**config.mk**
```make
export PLATFORM = sky130hd
export DESIGN_NAME = ctrl_pipe
export DESIGN_NICKNAME = d
export VERILOG_FILES = /design/src/rtl/ctrl_pkg.sv /design/src/rtl/hazard_fwd_unit.sv /design/src/rtl/ctrl_pipe.sv
export SDC_FILE = /design/constraint.sdc
export NUM_CORES = 1
export LEC_CHECK = 0
export BUFFER_PORTS_ARGS = -buffer_cell sky130_fd_sc_hd__buf_2
export CAP_MARGIN = 10
export CORE_MARGIN = 4
export CORE_UTILIZATION = 54
export CTS_BUF_LIST = sky130_fd_sc_hd__clkbuf_4
export CTS_CLUSTER_SIZE = 10
export DETAILED_ROUTE_END_ITERATION = 6
export GPL_TIMING_DRIVEN = 0
export PLACE_DENSITY = 0.82
export SLEW_MARGIN = 0
export SYNTH_ARGS = -nofsm -noshare
export SYNTH_HDL_FRONTEND = slang
export SYNTH_SLANG_ARGS = --single-unit
```
**constraint.sdc**
```tcl
create_clock -name clk -period 2.5 [get_ports clk]
set_clock_uncertainty 0.15 [all_clocks]
set_input_delay 0.375 -clock clk [delete_from_list [all_inputs] [get_ports clk]]
set_output_delay 0.375 -clock clk [all_outputs]
set_load 0.02 [all_outputs]
```
**src/rtl/ctrl_pkg.sv**
```systemverilog
// Control-bundle encoding shared by the pipeline control path: field positions,
// stage-register layouts, bubble constants and ALU/forwarding select encodings.
package ctrl_pkg;

  localparam int unsigned WB_W  = 2;
  localparam int unsigned M_W   = 3;
  localparam int unsigned EXE_W = 4;
  localparam int unsigned REG_W = 5;

  localparam int unsigned WB_REGWRITE  = 1;
  localparam int unsigned WB_MEMTOREG  = 0;
  localparam int unsigned M_BRANCH     = 2;
  localparam int unsigned M_MEMREAD    = 1;
  localparam int unsigned M_MEMWRITE   = 0;
  localparam int unsigned EXE_REGDST   = 3;
  localparam int unsigned EXE_ALUOP_HI = 2;
  localparam int unsigned EXE_ALUOP_LO = 1;
  localparam int unsigned EXE_ALUSRC   = 0;

  typedef logic [WB_W-1:0]  wb_t;
  typedef logic [M_W-1:0]   m_t;
  typedef logic [EXE_W-1:0] exe_t;
  typedef logic [REG_W-1:0] reg_t;

  typedef enum logic [1:0] {
    ALUOP_ADD   = 2'b00,
    ALUOP_SUB   = 2'b01,
    ALUOP_FUNCT = 2'b10
  } aluop_e;

  typedef enum logic [1:0] {
    FWD_RF    = 2'b00,
    FWD_MEMWB = 2'b01,
    FWD_EXMEM = 2'b10
  } fwd_e;

  typedef struct packed {
    wb_t  wb;
    m_t   m;
    exe_t exe;
    reg_t rs;
    reg_t rt;
    reg_t rd;
  } idex_t;

  typedef struct packed {
    wb_t  wb;
    m_t   m;
    reg_t dest;
    logic zero;
  } exmem_t;

  typedef struct packed {
    wb_t  wb;
    reg_t dest;
  } memwb_t;

  localparam idex_t  IDEX_BUBBLE  = '0;
  localparam exmem_t EXMEM_BUBBLE = '0;
  localparam memwb_t MEMWB_BUBBLE = '0;

  // EX/MEM is the younger result, so it is tested first.
  function automatic fwd_e fwd_select(
    input reg_t src,
    input logic exmem_rw,
    input reg_t exmem_dest,
    input logic memwb_rw,
    input reg_t memwb_dest
  );
    if (exmem_rw && exmem_dest != '0 && exmem_dest == src)
      return FWD_EXMEM;
    else if (memwb_rw && memwb_dest != '0 && memwb_dest == src)
      return FWD_MEMWB;
    else
      return FWD_RF;
  endfunction

endpackage

```
**src/rtl/hazard_fwd_unit.sv**
```systemverilog
// Combinational load-use stall detection and EX operand forwarding selects.
module hazard_fwd_unit
  import ctrl_pkg::*;
(
  input  logic             idex_memread,
  input  logic [REG_W-1:0] idex_rs,
  input  logic [REG_W-1:0] idex_rt,
  input  logic [REG_W-1:0] id_rs,
  input  logic [REG_W-1:0] id_rt,
  input  logic             exmem_regwrite,
  input  logic [REG_W-1:0] exmem_dest,
  input  logic             memwb_regwrite,
  input  logic [REG_W-1:0] memwb_dest,
  input  logic             flush,
  output logic             stall,
  output logic [1:0]       fwd_a,
  output logic [1:0]       fwd_b
);

  always_comb begin
    stall = 1'b0;
    // A taken branch discards the ID instruction, so it never needs to wait.
    if (!flush && idex_memread && idex_rt != '0 &&
        (idex_rt == id_rs || idex_rt == id_rt))
      stall = 1'b1;

    fwd_a = fwd_select(idex_rs, exmem_regwrite, exmem_dest, memwb_regwrite, memwb_dest);
    fwd_b = fwd_select(idex_rt, exmem_regwrite, exmem_dest, memwb_regwrite, memwb_dest);
  end

endmodule

```
**src/rtl/ctrl_pipe.sv**
```systemverilog
// ID/EX, EX/MEM and MEM/WB control pipeline registers with per-stage strobe
// decode, branch-taken flush and the hazard/forwarding unit.
module ctrl_pipe
  import ctrl_pkg::*;
(
  input  logic             clk,
  input  logic             rst,
  input  logic [WB_W-1:0]  id_wb,
  input  logic [M_W-1:0]   id_m,
  input  logic [EXE_W-1:0] id_exe,
  input  logic [REG_W-1:0] id_rs,
  input  logic [REG_W-1:0] id_rt,
  input  logic [REG_W-1:0] id_rd,
  input  logic             ex_zero,
  output logic             ex_regdst,
  output logic [1:0]       ex_aluop,
  output logic             ex_alusrc,
  output logic [REG_W-1:0] ex_dest,
  output logic [1:0]       fwd_a,
  output logic [1:0]       fwd_b,
  output logic             mem_memread,
  output logic             mem_memwrite,
  output logic             mem_branch,
  output logic             pc_src,
  output logic             wb_regwrite,
  output logic             wb_memtoreg,
  output logic [REG_W-1:0] wb_dest,
  output logic             stall,
  output logic             if_flush
);

  idex_t  idex,  idex_next;
  exmem_t exmem, exmem_next;
  memwb_t memwb, memwb_next;

  assign ex_regdst    = idex.exe[EXE_REGDST];
  assign ex_aluop     = aluop_e'(idex.exe[EXE_ALUOP_HI:EXE_ALUOP_LO]);
  assign ex_alusrc    = idex.exe[EXE_ALUSRC];
  assign ex_dest      = idex.exe[EXE_REGDST] ? idex.rd : idex.rt;

  assign mem_memread  = exmem.m[M_MEMREAD];
  assign mem_memwrite = exmem.m[M_MEMWRITE];
  assign mem_branch   = exmem.m[M_BRANCH];
  assign pc_src       = exmem.m[M_BRANCH] & exmem.zero;
  assign if_flush     = pc_src;

  assign wb_regwrite  = memwb.wb[WB_REGWRITE];
  assign wb_memtoreg  = memwb.wb[WB_MEMTOREG];
  assign wb_dest      = memwb.dest;

  hazard_fwd_unit u_hazard_fwd (
    .idex_memread   (idex.m[M_MEMREAD]),
    .idex_rs        (idex.rs),
    .idex_rt        (idex.rt),
    .id_rs          (id_rs),
    .id_rt          (id_rt),
    .exmem_regwrite (exmem.wb[WB_REGWRITE]),
    .exmem_dest     (exmem.dest),
    .memwb_regwrite (memwb.wb[WB_REGWRITE]),
    .memwb_dest     (memwb.dest),
    .flush          (pc_src),
    .stall          (stall),
    .fwd_a          (fwd_a),
    .fwd_b          (fwd_b)
  );

  // A taken branch kills both younger instructions (ID and EX); a load-use
  // stall only inserts a bubble ahead of the waiting ID instruction.
  always_comb begin
    idex_next = {id_wb, id_m, id_exe, id_rs, id_rt, id_rd};
    if (pc_src || stall)
      idex_next = IDEX_BUBBLE;

    exmem_next = {idex.wb, idex.m, ex_dest, ex_zero};
    if (pc_src)
      exmem_next = EXMEM_BUBBLE;

    memwb_next = {exmem.wb, exmem.dest};
  end

  always_ff @(posedge clk or posedge rst) begin
    if (rst) begin
      idex  <= IDEX_BUBBLE;
      exmem <= EXMEM_BUBBLE;
      memwb <= MEMWB_BUBBLE;
    end else begin
      idex  <= idex_next;
      exmem <= exmem_next;
      memwb <= memwb_next;
    end
  end

endmodule

```
**Yosys cells after proc, flatten, opt, wreduce, memory -nomap -nowiden**

Index checks and enable logic that the tools add are counted.

- Equality and inequality tests: 6
- Bitwise gates (word level): 1
- Reduce and logical (&&, ||, !) cells: 15
- Muxes and demuxes: 8

Operators with widths:

| kind | count |
|---|---|
| equality test 5 bit | 6 |
| two-way mux 24 bit | 1 |
| nonzero test 5 bit | 3 |
| two-way mux 11 bit | 1 |
| logical AND 1 bit | 9 |
| two-way mux 5 bit | 1 |
| two-way mux 2 bit | 2 |
| two-way mux 1 bit | 3 |
| logical OR 1 bit | 2 |
| bitwise AND 1 bit | 1 |
| zero test 1 bit | 1 |

- Bits in registers: 42
- Input port bits: 27

**Depth between registers and ports, before layout**

Gate-level depths: netlist (run 1).

- Depth in word-level cells: 8
- Mapped depth: 6
- Mapped depth without buffers: 4

**By module**

From an unflattened synthesis (run 1), not the netlist that was laid out.

- Cells, all modules: 147
- Area, all modules: 1815.5 um^2

Modules (own cells, without submodules):

| module | cells an instance | instances | area an instance (um^2) |
|---|---|---|---|
| ctrl_pipe | 92 | 1 | 1386.3 |
| hazard_fwd_unit | 55 | 1 | 429.2 |

**Least setup slack after synthesis (run 1)**

OpenSTA, ideal clock, no wires.

- Kind: flip-flop to output port
- From: reg exmem[5] (netlist name)
- To: out fwd_a[0]
- Cell stages (with the launch flop): 5
- Buffers on the path: 0
- Arrival: 1961 ps
- Path slack: 14 ps
- Required time: 1975 ps
- Cell sequence: dfrtp_1 -> or4_1 -> o21ai_1 -> nor4_1 -> nor4_1

- Longest elaborated chain between the ends: 4

Ends and longest elaborated chain:

| item | line | source |
|---|---|---|
| start, declared | ctrl_pipe.sv:33 | `exmem_t exmem, exmem_next;` |
| start signal, assigned | ctrl_pipe.sv:88 | `exmem <= exmem_next;` |
| nonzero test 5 bit | ctrl_pkg.sv:70 | `if (exmem_rw && exmem_dest != '0 && exmem_dest == src)` |
| logical AND 1 bit | ctrl_pkg.sv:70 |  |
| logical AND 1 bit (*) | ctrl_pkg.sv:70 |  |
| two-way mux 2 bit (*) | ctrl_pkg.sv:70 |  |
| end, declared | ctrl_pipe.sv:19 | `output logic [1:0] fwd_a,` |

Mark *: on every way between the ends. The rest lies on a longest branch, timed or not.

**Worst setup path in the final report (run 1)**

- From: reg memwb (netlist bit wb_dest[3])
- To: out fwd_a[0]

- Longest elaborated chain between the ends: 5

Ends and longest elaborated chain:

| item | line | source |
|---|---|---|
| start, declared | ctrl_pipe.sv:34 | `memwb_t memwb, memwb_next;` |
| start signal, assigned | ctrl_pipe.sv:89 | `memwb <= memwb_next;` |
| nonzero test 5 bit | ctrl_pkg.sv:72 | `else if (memwb_rw && memwb_dest != '0 && memwb_dest == src)` |
| logical AND 1 bit | ctrl_pkg.sv:72 |  |
| logical AND 1 bit (*) | ctrl_pkg.sv:72 |  |
| two-way mux 1 bit (*) | ctrl_pkg.sv:72 |  |
| two-way mux 2 bit (*) | ctrl_pkg.sv:70 |  |

Marks and branches as above.

==> results.txt, run 1 <==
Status: finished, violations left
Failing checks: negative hold slack, negative setup slack
CP Class: register to output port
Layout cells sized above 1: 49.59%
CTS buffer count: 5
Die width: 68.60 µm
Worst setup margin: -0.02744 ns
Synthesized netlist cell count: 174
Complex-gate fraction of the synthesized area: 11.42%
Clock share of power: 25.3%
First-pass GRT wire length: 6361 µm
XOR/XNOR Fraction of Synth Area: 13.25%
Max-cap violations: 0
Syn-to-layout area delta: 28.77%
Cell internal pwr: 1.187 mW
Fin nets: 270
Register area share after synthesis: 53.00%
Vias in the first global route: 1,411
Simple-gate share of the synthesized area: 13.31%
Req. time, crit path: 1.98 ns
Switching Fraction: 32.21%
Post-synthesis mux area share: 2.839%
Placed inst area: 2301 µm²
Synth Area in Adders: 0%
Slew HR: 45.02%
Ant. Diodes: 0
R2R Path End: idex[6]
Syn. warnings: 0
Final hold violations: 27
CTS tree: done
Worst VDD drop: 0.4060 mV
Crit path time final: 2.527 ns
Initial antenna violation count: 0
Achievable clock frequency: 395.7 MHz
Pre-CTS setup slack: 0.2953 ns
WL per Instance: 14.37 µm
Worst Path Max Fanout: 3
Comb pwr share: 28.8%
Die area: 4706 µm²
Clock transition at path regs: 0.13 ns
Via density: 5.028
FF+latch count, synth: 42
Synthesized area per cell: 11.40 µm²
Hold_ws: -0.01020 ns
Routed WL: 4168 µm
Setup TNS: -0.02744 ns
Largest family of logic cells by synthesized area: simple AND/OR/NAND/NOR gates
CTS sink count: 42
Max Slew Vio Count: 0
Deepest clock path buffer count: 2
Remaining DRCs: 0
Synthesized area: 1983 µm²
CTS H-Tree Depth: 2
Power density over cell area: 685.9 nW/µm²
Least-Margin Pin Slew: 0.8235 ns
Worst-skew pair later-pin latency: 0.38 ns
First-pass detailed-route iteration total: 5
Sequential fraction of design power: 45.9%
CP startpoint kind: register
Starting Density: 57.62%
R2R setup slack: 0.57 ns
# port buffers: 52
Tcrit/Tclk final: 101.1%
Ports: 53
Lkg Pwr: 1.225 nW
Fin area: 2554 µm²
Largest net degree at the start of global routing: 43
GPL Wtd Cong: 0.8232
RR Startpoint: idex[6]
Cell variety after synth: 22
Post-Synthesis Net Count: 201
HP Class: input pin to async pin
RSZ-0062 raised after global routing: yes
Reg2Reg Depth: 6
Initial DRC Count: 32
CP endpoint kind: output port
Hpwl dp: 2898 µm
Die height: 68.60 µm
CP arrival: 2.00 ns
Clk root buf: clkbuf_4
Final setup vio count: 1
Post-route core utilization: 74.19%
Core ar.: 3442 µm²
Tot GR Track Use: 18.96%
Detail Route Antenna Nets: 0
Grt total ovfl: 0
Filler cell count: 255
Hold_buf cts: 0
Sw Pwr: 0.5642 mW
Site Rows: 21
Via count: 1,458
## worst max-delay path by stage
| stage | from | to | slack [ns] |
|---|---|---|---|
| floorplan | exmem[5] | fwd_a[0] | 0.01 |
| global placement | exmem[5] | fwd_b[0] | 0.32 |
| detailed placement | exmem[5] | fwd_a[0] | 0.30 |
| CTS | idex[5] | fwd_b[0] | -0.04 |
| global route | wb_dest[3] | fwd_a[0] | -0.09 |
| finish | wb_dest[3] | fwd_a[0] | -0.03 |
## area by class of cell
| type | instances | area [µm²] | share of cell area, % |
|---|---|---|---|
| Timing Repair Buffer | 64 | 369.1 | 14.45 |
| Sequential cell | 42 | 1054 | 41.25 |
| Buffer | 13 | 105.1 | 4.116 |
| Tap cell | 46 | 57.56 | 2.254 |
| Clock buffer | 5 | 37.54 | 1.470 |
| Multi-Input combinational cell | 115 | 878.3 | 34.39 |
| Inverter | 2 | 7.507 | 0.2940 |
| Clock inverter | 3 | 45.04 | 1.764 |
## Yosys cell counts
| master | n | area share [%] |
|---|---|---|
| inv_1 | 2 | 0.38 |
| mux2_2 | 5 | 2.8 |
| nand2_1 | 27 | 5.1 |
| a21oi_1 | 4 | 1.0 |
| o21a_4 | 1 | 0.76 |
| or4_4 | 1 | 0.57 |
| a21oi_2 | 20 | 8.8 |
| and2_2 | 1 | 0.38 |
| or4_1 | 4 | 1.5 |
| dfrtp_1 | 42 | 53 |
| xnor2_1 | 16 | 7.1 |
| buf_2 | 2 | 0.50 |
| o21ai_0 | 1 | 0.25 |
| xor2_1 | 14 | 6.2 |
| o21ai_1 | 1 | 0.25 |
| buf_6 | 5 | 2.8 |
| o22ai_1 | 1 | 0.32 |
| nor4_1 | 4 | 1.3 |
| buf_4 | 5 | 1.9 |
| clkbuf_1 | 3 | 0.57 |
| nand3_1 | 4 | 1.0 |
| and2_1 | 11 | 3.5 |
## cell usage in the layout (no fill, tap or decap), drive strengths merged, types with 4 or more instances in the layout
cell,n
xnor2,16
a21oi,24
and2,12
buf,74
xor2,14
nand3,4
dfrtp,42
nor4,4
or4,5
mux2,5
nand2,27
clkbuf,8
## flip-flops by register name, summed over array words and instances, names as in the netlist
signal / cells
ex_regdst: 1
wb_regwrite: 1
wb_dest: 5
wb_memtoreg: 1
mem_memwrite: 1
ex_alusrc: 1
mem_branch: 1
idex: 20
mem_memread: 1
exmem: 8
ex_aluop: 2
## logic make-up after synthesis
logic type | Yosys count
flops | 42
simple gates | 52
compound gates | 28
buf+inv | 17
mux | 5
xor+xnor | 30
## power groups by stage
stage | clock [mW] | combinational, mW | sequential, mW
4_1_cts | 0.443 | 0.462 | 0.800
5_1_grt | 0.478 | 0.547 | 0.813
2_1_floorplan | 0 | 0.280 | 0.841
6_report | 0.443 | 0.504 | 0.804
3_3_place_gp | 0 | 0.415 | 0.818
3_5_place_dp | 0 | 0.424 | 0.820
## through the flow
stage / power (mW) / instances / hold slack, ns
after floorplan: 1.121 / 174 / 0.1812
after global placement: 1.233 / 272 / 0.1867
after detailed placement: 1.244 / 272 / 0.1944
after CTS: 1.706 / 286 / 0.03180
after global routing: 1.837 / 290 / 0.04344
final: 1.752 / 290 / -0.01020
## layer usage
layer | up-vias | track usage (%) | wire length [µm]
met2 | 34 | 31.47 | 2114
met4 | 0 | 9.677 | 72
met3 | 9 | 3.566 | 221
li1 | 707 | - | -
met5 | - | 0 | 0
met1 | 708 | 23.47 | 1760
## worst max-delay path, stage by stage, from the launching register on
cell and delay [ns]:
dfrtp_1 0.41, buf_6 0.12, xor2_1 0.13, or4_4 0.53, nor4_4 0.27, buf_4 0.17
## what timing repair did
item | CTS | global route
resized for setup | 5 | 16
buffers inserted | 7 | 5
pin swaps | 1 | 4
setup endpoints to repair | 3 | 4
Power figures use the tool's default switching activity.
==> run 2, diff against run 1 <==
SKIP_CTS_REPAIR_TIMING = 1   (was not set)
==> run 2 against run 1 <==
Net effect: die area unchanged; combinational power decreased by 4%; register-to-register slack improved by 0.11 ns; cell count stayed put; sequential cell count is the same; first-iteration DRC count up 44%; worst setup slack got worse by 0.052 ns; non-clock buffer count stayed put; hold slack gained 0.0032 ns; largest cell class unchanged; critical path type unchanged; global-route usage is 0.76 points lower; via count down 0.75%; the run still ends with negative hold slack, negative setup slack left.
==> results.txt, run 2 (synthesis gave the netlist of run 1 again) <==
Deepest clock path buffer count: 2
Power density over cell area: 683.2 nW/µm²
Grt total ovfl: 0
Layout cells sized above 1: 48.36%
Max stage delay on crit path: 0.56 ns
Sequential fraction of design power: 46.5%
Initial DRC Count: 46
RSZ-0062 raised after global routing: yes
Reg area: 1051 µm²
CP endpoint kind: output port
Via density: 4.990
Crit path launch: wb_dest[3]
Commonest non-fill, non-tap cell in the layout: buf_2
Req. time, crit path: 1.98 ns
Routed WL: 4092 µm
Status: finished, violations left
Remaining DRCs: 0
Sw Pwr: 0.5512 mW
Post-route core utilization: 73.57%
Die height: 68.60 µm
Met1 wire length: 1745 µm
Switching Fraction: 31.86%
Worst VDD drop: 0.3965 mV
Syn-to-layout area delta: 27.70%
Largest net degree at the start of global routing: 43
Tcrit/Tclk final: 103.2%
GPL Wtd Cong: 0.8232
Initial antenna violation count: 0
Largest Register: idex
CTS tree: done
Final hold violations: 5
CTS H-Tree Depth: 2
Core ar.: 3442 µm²
Most frequent cells in the layout: buf_2 (51), dfrtp_1 (42), nand2_1 (27)
Slew HR: 45.68%
Hold_ws: -0.006979 ns
Max FFs per register: 20
Least-Margin Pin Slew: 0.8136 ns
Filler cell count: 258
CTS sink count: 42
Starting Density: 57.62%
CTS buffer count: 5
Achievable clock frequency: 387.6 MHz
Clk root buf: clkbuf_4
Worst setup margin: -0.07991 ns
Ant. Diodes: 0
Clock transition at path regs: 0.12 ns
CP startpoint kind: register
First-pass detailed-route iteration total: 5
First-pass GRT wire length: 6154 µm
Cell internal pwr: 1.179 mW
Tot GR Track Use: 18.20%
Total power draw: 1.730 mW
CP Class: register to output port
# port buffers: 52
Max-cap violations: 0
Max Slew Vio Count: 0
RR Startpoint: idex[9]
Metal2 WL: 2056 µm
Detail Route Antenna Nets: 0
Vias in the first global route: 1,352
Die area: 4706 µm²
Crit path time final: 2.580 ns
Met3 wire len: 219 µm
Hpwl dp: 2898 µm
Die width: 68.60 µm
WL per Instance: 14.11 µm
CP max stage cell: or4_1
Worst-skew pair later-pin latency: 0.37 ns
CP cell instances: buf_6 > xor2_1 > or4_1 > nor4_2 > buf_4
Fin nets: 270
Clock share of power: 25.4%
Failing checks: negative hold slack, negative setup slack
Lkg Pwr: 1.221 nW
Comb pwr share: 28.0%
HP Class: input pin to async pin
Ports: 53
Via count: 1,447
Site Rows: 21
Final setup vio count: 4
CP arrival: 2.05 ns
Worst Path Max Fanout: 2
DR top layer: met4
Area of the multi-input gates: 868.3 µm²
run 2: final cells by class:
type                    count  share of cell area (%)
repair buffers             62                   13.59
inverters                   2                  0.2964
clock inverters             3                   1.779
well taps                  46                   2.273
multi-input cells         115                   34.29
flip-flops and latches     42                   41.50
plain buffers              15                   4.792
clock buffers               5                   1.482
run 2: final timing paths:
path | slack, ns | endpoint | depth (start not counted)
min | -0.007 | mem_memwrite | 2
max in group asynchronous | 1.69 | idex[11] | 2
min in group clk | 0.05 | idex[0] | 3
max | -0.08 | fwd_a[0] | 5
max reg2reg | 0.68 | idex[11] | 7
min reg2reg | 0.22 | wb_memtoreg | 0
run 2: metal layers:
metal  up-vias  GRT usage, %
li1        707             -
met1       699         22.75
met2        32         29.68
met3         9         3.566
met4         0         9.677
met5         -             0
run 2: through the flow:
stage          worst slack, ns  cell area, µm²  setup TNS [ns]  hold WS, ns  instances
6_report              -0.07991            2532         -0.1748    -0.006979        290
3_3_place_gp            0.3199            2301               0       0.1867        272
2_1_floorplan          0.01427            1983               0       0.1812        174
4_1_cts                -0.1583            2384         -0.4124      0.03184        280
5_1_grt                -0.1463            2532         -0.4419      0.04198        290
3_5_place_dp            0.2953            2301               0       0.1944        272
run 2: power by group through the flow:
| stage | combinational, mW | clock [mW] | sequential, mW |
|---|---|---|---|
| finish | 0.485 | 0.440 | 0.805 |
| global route | 0.528 | 0.475 | 0.814 |
| CTS | 0.425 | 0.443 | 0.807 |
| detailed placement | 0.424 | 0 | 0.820 |
| global placement | 0.415 | 0 | 0.818 |
| floorplan | 0.280 | 0 | 0.841 |
run 2: critical path, delay by kind of cell, from the launching register on:
kind | cells | cell delay (ns)
and+or+nand+nor | 2 | 0.85
DFF | 1 | 0.41
buffers and inverters | 2 | 0.30
xor gates and xnor gates | 1 | 0.12
